**src/rtl/matrix_result_buffer.sv**
```systemverilog
// Captures the multiplier's matrix C write stream into a DIM x DIM store, then
// streams the completed matrix out row-major over valid/ready before rearming.
module matrix_result_buffer #(
  parameter int DATA_WIDTH = 8,
  parameter int DIM        = 10,
  parameter int ADDR_WIDTH = 4
) (
  input  logic                  clk,
  input  logic                  reset_n,
  input  logic                  en_WriteMat_C,
  input  logic [ADDR_WIDTH-1:0] rowAddr_C,
  input  logic [ADDR_WIDTH-1:0] colAddr_C,
  input  logic [DATA_WIDTH-1:0] writeData_C,
  input  logic                  resultIsInvalid,
  output logic                  out_valid,
  input  logic                  out_ready,
  output logic [DATA_WIDTH-1:0] out_data,
  output logic [ADDR_WIDTH-1:0] out_row,
  output logic [ADDR_WIDTH-1:0] out_col,
  output logic                  out_invalid,
  output logic                  out_last,
  output logic [6:0]            fill_count,
  output logic                  addr_err,
  output logic                  overflow_err,
  input  logic                  clr_err
);

  localparam int TOTAL = DIM * DIM;
  localparam int IDX_W = (TOTAL > 1) ? $clog2(TOTAL) : 1;
  localparam logic [IDX_W-1:0]    LAST_IDX  = IDX_W'(TOTAL - 1);
  localparam logic [IDX_W-1:0]    IDX_DIM   = IDX_W'(DIM);
  localparam logic [ADDR_WIDTH-1:0] DIM_M1  = ADDR_WIDTH'(DIM - 1);
  localparam logic [ADDR_WIDTH:0] DIM_CMP   = (ADDR_WIDTH + 1)'(DIM);
  localparam logic [6:0]          FILL_FULL = 7'(TOTAL);
  localparam logic [6:0]          FILL_LAST = 7'(TOTAL - 1);

  typedef enum logic [0:0] {
    S_FILL  = 1'b0,
    S_DRAIN = 1'b1
  } state_t;

  state_t                  r_state;
  state_t                  w_next_state;
  logic [DATA_WIDTH-1:0]   r_mem [TOTAL];
  logic [TOTAL-1:0]        r_inv;
  logic [TOTAL-1:0]        r_written;
  logic [6:0]              r_fill_count;
  logic [ADDR_WIDTH-1:0]   r_rd_row;
  logic [ADDR_WIDTH-1:0]   r_rd_col;
  logic [IDX_W-1:0]        r_rd_idx;
  logic                    r_addr_err;
  logic                    r_ovf_err;

  logic                    w_in_range;
  logic [IDX_W-1:0]        w_wr_idx;
  logic                    w_wr_acc;
  logic                    w_wr_new;
  logic                    w_addr_ev;
  logic                    w_ovf_ev;
  logic                    w_at_last;
  logic                    w_hs;
  logic                    w_out_valid;
  logic                    w_out_last;

  // Address widened by one bit so DIM == 2**ADDR_WIDTH still compares correctly
  assign w_in_range = ({1'b0, rowAddr_C} < DIM_CMP) && ({1'b0, colAddr_C} < DIM_CMP);
  assign w_wr_idx   = IDX_W'(rowAddr_C) * IDX_DIM + IDX_W'(colAddr_C);
  assign w_wr_acc   = (r_state == S_FILL) && en_WriteMat_C && w_in_range;
  assign w_wr_new   = w_wr_acc && !r_written[w_wr_idx];
  assign w_addr_ev  = (r_state == S_FILL) && en_WriteMat_C && !w_in_range;
  assign w_ovf_ev   = (r_state == S_DRAIN) && en_WriteMat_C;
  assign w_at_last  = (r_rd_idx == LAST_IDX);
  assign w_hs       = w_out_valid && out_ready;

  // State register
  always_ff @(posedge clk) begin
    if (!reset_n) begin
      r_state <= S_FILL;
    end else begin
      r_state <= w_next_state;
    end
  end

  // Next-state logic
  always_comb begin
    w_next_state = r_state;
    case (r_state)
      S_FILL: begin
        if (w_wr_new && (r_fill_count == FILL_LAST)) begin
          w_next_state = S_DRAIN;
        end else begin
          w_next_state = S_FILL;
        end
      end
      S_DRAIN: begin
        if (w_hs && w_at_last) begin
          w_next_state = S_FILL;
        end else begin
          w_next_state = S_DRAIN;
        end
      end
      default: w_next_state = S_FILL;
    endcase
  end

  // Stream control outputs
  always_comb begin
    w_out_valid = 1'b0;
    w_out_last  = 1'b0;
    case (r_state)
      S_FILL: begin
        w_out_valid = 1'b0;
        w_out_last  = 1'b0;
      end
      S_DRAIN: begin
        w_out_valid = 1'b1;
        w_out_last  = w_at_last;
      end
      default: begin
        w_out_valid = 1'b0;
        w_out_last  = 1'b0;
      end
    endcase
  end

  // Element store; contents survive a drain and are only replaced by new writes
  always_ff @(posedge clk) begin
    if (!reset_n) begin
      for (int i = 0; i < TOTAL; i++) begin
        r_mem[i] <= '0;
      end
      r_inv <= '0;
    end else if (w_wr_acc) begin
      r_mem[w_wr_idx] <= writeData_C;
      r_inv[w_wr_idx] <= resultIsInvalid;
    end
  end

  // Written bitmap and distinct-element count
  always_ff @(posedge clk) begin
    if (!reset_n) begin
      r_written    <= '0;
      r_fill_count <= 7'd0;
    end else if (w_hs && w_at_last) begin
      r_written    <= '0;
      r_fill_count <= 7'd0;
    end else if (w_wr_new) begin
      r_written[w_wr_idx] <= 1'b1;
      if (r_fill_count != FILL_FULL) begin
        r_fill_count <= r_fill_count + 7'd1;
      end
    end
  end

  // Read index, advanced column-first on each accepted beat
  always_ff @(posedge clk) begin
    if (!reset_n) begin
      r_rd_row <= '0;
      r_rd_col <= '0;
      r_rd_idx <= '0;
    end else if (w_hs) begin
      if (w_at_last) begin
        r_rd_row <= '0;
        r_rd_col <= '0;
        r_rd_idx <= '0;
      end else begin
        if (r_rd_col == DIM_M1) begin
          r_rd_col <= '0;
          r_rd_row <= r_rd_row + {{(ADDR_WIDTH-1){1'b0}}, 1'b1};
        end else begin
          r_rd_col <= r_rd_col + {{(ADDR_WIDTH-1){1'b0}}, 1'b1};
        end
        r_rd_idx <= r_rd_idx + {{(IDX_W-1){1'b0}}, 1'b1};
      end
    end
  end

  // Sticky error flags; a new error event outranks a simultaneous clear
  always_ff @(posedge clk) begin
    if (!reset_n) begin
      r_addr_err <= 1'b0;
      r_ovf_err  <= 1'b0;
    end else begin
      if (w_addr_ev) begin
        r_addr_err <= 1'b1;
      end else if (clr_err) begin
        r_addr_err <= 1'b0;
      end
      if (w_ovf_ev) begin
        r_ovf_err <= 1'b1;
      end else if (clr_err) begin
        r_ovf_err <= 1'b0;
      end
    end
  end

  assign out_valid    = w_out_valid;
  assign out_last     = w_out_last;
  assign out_row      = r_rd_row;
  assign out_col      = r_rd_col;
  assign out_data     = r_mem[r_rd_idx];
  assign out_invalid  = r_inv[r_rd_idx];
  assign fill_count   = r_fill_count;
  assign addr_err     = r_addr_err;
  assign overflow_err = r_ovf_err;

endmodule
```
**config.mk**
```make
export PLATFORM = sky130hd
export DESIGN_NAME = matrix_result_buffer
export DESIGN_NICKNAME = d
export VERILOG_FILES = /design/src/rtl/matrix_result_buffer.sv
export SDC_FILE = /design/constraint.sdc
export NUM_CORES = 2
export LEC_CHECK = 0
export BUFFER_PORTS_ARGS = -buffer_cell sky130_fd_sc_hd__buf_2
export CORE_ASPECT_RATIO = 2
export CORE_MARGIN = 5
export CORE_UTILIZATION = 39
export DETAILED_ROUTE_END_ITERATION = 10
export SKIP_LAST_GASP = 1
export SLEW_MARGIN = 0
export SYNTH_ARGS = -nofsm -noshare
export SYNTH_HDL_FRONTEND = slang
export SYNTH_SLANG_ARGS = --single-unit
```
**constraint.sdc**
```tcl
create_clock -name clk -period 3.4 [get_ports clk]
set_input_delay 0.34 -clock clk [delete_from_list [all_inputs] [get_ports clk]]
set_output_delay 0.34 -clock clk [all_outputs]
set_load 0.05 [all_outputs]
```
==> flow_metrics.env <==
export IMPL_outcome="finished, violations left"
export IMPL_failed_checks="setup timing"
export IMPL_firstDrtPassIters=6
export IMPL_syn_avg_cell_area_um2=14.6
export IMPL_hp_start="out_ready"
export IMPL_wirelength_mm=166
export IMPL_mostFrequentLayoutCells="edfxtp_1 (1024), and3_1 (708), mux4_2 (376), buf_4 (310), dfxtp_1 (226)"
export IMPL_numCtsBuffers=107
export IMPL_ant_nets=0
export IMPL_synth_nets=3871
export IMPL_die_h_um=546
export IMPL_worstPathRequired_ns=3.06
export IMPL_coreArea_mm2=0.143
export IMPL_rr_startpoint="r_state$_SDFF_PN0_"
export IMPL_min_path_type="input port to flop"
export IMPL_fp_dieW_um=278
export IMPL_antenna_found_initial=3
export IMPL_viasPerCell=5.75
export IMPL_cts_clk_slew_worst_paths_ns=0.07
export IMPL_final_common_cell="edfxtp_1"
export IMPL_grt_max_degree=81
export IMPL_grt_pass1_vias=35500
export IMPL_cts_root_buf="clkbuf_16"
export IMPL_synth_top_area_share_pct=54.8
export IMPL_dp_cells=5738
export IMPL_grt_pass1_wl_mm=242
export IMPL_synthToLayoutAreaGrowth_pct=17.0
export IMPL_fin_ws_ns=-0.803
export IMPL_port_buffers=49
export IMPL_synth_area_top_cells="edfxtp_1 (55%), mux4_2 (15%), dfxtp_1 (8.3%), and3_1 (7.9%), clkbuf_1 (2.3%)"
export IMPL_ys_flop_type="edfxtp_1"
export IMPL_cts_num_sinks=1256
export IMPL_maxCapViolations=0
export IMPL_period_needed_ns=4.20
export IMPL_synth_seq_cells=1256
export IMPL_fin_util_pct=46.0
export IMPL_netlist_cell_type_count=76
export IMPL_start_util_pct=39.3
export IMPL_leakagePower_nw=24.2
export IMPL_crit_fanout=7
export IMPL_wl_met1_mm=54.6
export IMPL_finalHoldViolations=0
export IMPL_fmaxAchievable_ghz=0.238
export IMPL_netlist_area_mm2=0.0561
export IMPL_hold_depth=4
export IMPL_rsz0062_at_grt="true"
export IMPL_tightest_slew_ns=0.936
export IMPL_clk_path_buf_depth=3
export IMPL_yosysTopAreaCell="edfxtp_1"
export IMPL_stdcell_count=5967
export IMPL_hpwl_mm=113
export IMPL_clock_latency_ns=0.73
export IMPL_die_area_mm2=0.152
export IMPL_routedWlPerCell_um=27.9
export IMPL_path_class="flop to primary output"
export IMPL_initialDrtViolationCount=2921
export IMPL_gr_total_overflow=0
export IMPL_drv_slew=0
export IMPL_synthArstFlopShare_pct=0
export IMPL_relSlewSlack_pct=37.6
export IMPL_arrival_ns=3.86
export IMPL_ys_seq_area_share_pct=63.1
export IMPL_grt_total_usage_pct=21.3
export IMPL_final_nets=4030
export IMPL_highest_layer="met5"
export IMPL_drcViolationCount=0
export IMPL_crit_path_start_kind="flop"
export IMPL_rows=196
export IMPL_synth_edf_count=1024
export IMPL_setup_viol=9
export IMPL_whs_endpoint="r_rd_idx[1]$_SDFFE_PN0P_"
export IMPL_whs_ns=0.0617
export IMPL_worstRegToRegCells=6
export IMPL_ios=50
export IMPL_rrSetupSlack_ns=0.47
export IMPL_gp_congestion=0.852
export IMPL_drive_above_1_share_pct=26.7
export IMPL_cellPowerDensity_mw_per_mm2=501
export IMPL_cts_tree="built"
export IMPL_ctsHtreeMaxLevel=3
export IMPL_critPathCaptureType="primary output"
export IMPL_fin_skew_ns=0.0409
export IMPL_synth_warnings=0
export IMPL_fin_crit_sh_pct=124
export IMPL_met3_length_mm=7.27
export IMPL_wl_met2_mm=93.9
export IMPL_netlist_instances=3834
export IMPL_ir_worst_vdd_mv=0.422
export IMPL_vias=34300
export IMPL_r2r_end="r_mem[122][1]$_DFFE_PP_"
stage by stage:
step	area (µm²)	TNS [ns]	setup WS, ns	total power [mW]
2_1_floorplan	56100	-1.82	-0.0757	18.8
3_3_place_gp	61400	-64.09	-0.217	20.1
3_5_place_dp	61400	-94.72	-0.253	20.2
4_1_cts	65300	-7.27	-0.907	33.1
5_1_grt	65600	-6.64	-0.825	33.7
6_report	65600	-6.26	-0.803	32.9
critical path, cell delays in order (launching register included):
cell and delay (ns):
dfxtp_4 0.39, buf_12 0.15, buf_12 0.18, buf_12 0.15, mux4_2 0.56, mux4_2 0.62
mux4_2 0.57, mux2_4 0.33, buf_8 0.16
cells in the mapped netlist, types with 3 or more instances:
master	instances
edfxtp_1	1024
and3_1	711
mux4_2	376
clkbuf_1	347
dfxtp_1	232
nor2_1	198
and2_1	106
nand2_1	98
nand3_1	95
o21ai_0	93
o21ai_1	92
inv_1	80
a31oi_1	66
a21oi_1	40
buf_2	34
buf_1	33
a21boi_1	27
ha_1	13
nor2b_1	13
mux2_2	11
mux2i_1	10
mux4_1	10
or3_1	8
xor2_1	8
nand2b_1	7
nor3_1	7
nand4_1	6
buf_6	5
o211ai_1	5
xnor2_1	5
a2111oi_0	4
or4_1	4
a21boi_0	3
and3b_1	3
nor3b_1	3
o211ai_2	3
o31ai_1	3
or2_1	3
where the power goes:
part / internal, mW / switching (mW) / total [mW]
combinational: 0.886 / 1.71 / 2.60
clock: 7.23 / 5.82 / 13.0
sequential: 17.1 / 0.146 / 17.2
metal layers:
layer,track usage (%),vias to the layer above
met5,0,-
met4,11.0,2
met3,2.46,341
met2,41.6,1107
met1,22.2,17800
li1,-,15100
cell type report:
cell class | count | area [µm²]
diodes | 2 | 5.00
fillers | 12400 | 77100
inverters | 81 | 318
multi-input cells | 2072 | 18800
repair buffers | 475 | 5040
clock inverters | 66 | 712
flip-flops and latches | 1256 | 35400
clock buffers | 134 | 2980
well taps | 1881 | 2350
flip-flops by register name, summed over array words and instances (netlist names), named ones only:
name / cells
r_mem: 1024
r_written: 100
overflow_err: 1
out_col: 4
fill_count: 7
out_row: 4
r_inv: 100
addr_err: 1
r_rd_idx: 7
r_state: 1
repair_timing:
item                                   4_1_cts  5_1_grt
endpoints found under the hold margin        2        0
gates resized for setup                     38       21
gates cloned                                 2        4
hold buffers                                 3        0
setup endpoints to repair                    9        9
setup buffers                                8       11
pin swaps                                    0        0
cells by family (layout without fill, tap and decap cells):
kind of cell    count (synthesis)  in the layout  synth area share [%]
compound gates                362            362                  3.87
other cells                     0              2                     0
simple gates                 1271           1271                  12.7
xor+xnor                       15             15                 0.274
mux                           409            409                  16.0
flops                        1256           1256                  63.1
buf+inv                       506            756                  3.64
fa+ha+maj                      15             15                 0.361
worst max path at each step:
stage,startpoint,to,slack [ns],cells after the start
2_1_floorplan,rowAddr_C[1],r_mem[34][0]$_SDFFCE_PN0P_,-0.08,9
3_3_place_gp,rowAddr_C[0],r_written[47]$_SDFFE_PP0P_,-0.22,14
3_5_place_dp,rowAddr_C[0],r_written[47]$_SDFFE_PP0P_,-0.25,14
4_1_cts,flop,out_data[3],-0.91,8
5_1_grt,flop,out_data[4],-0.82,8
6_report,flop,out_data[4],-0.80,8
(Power assumes the default switching activity.)
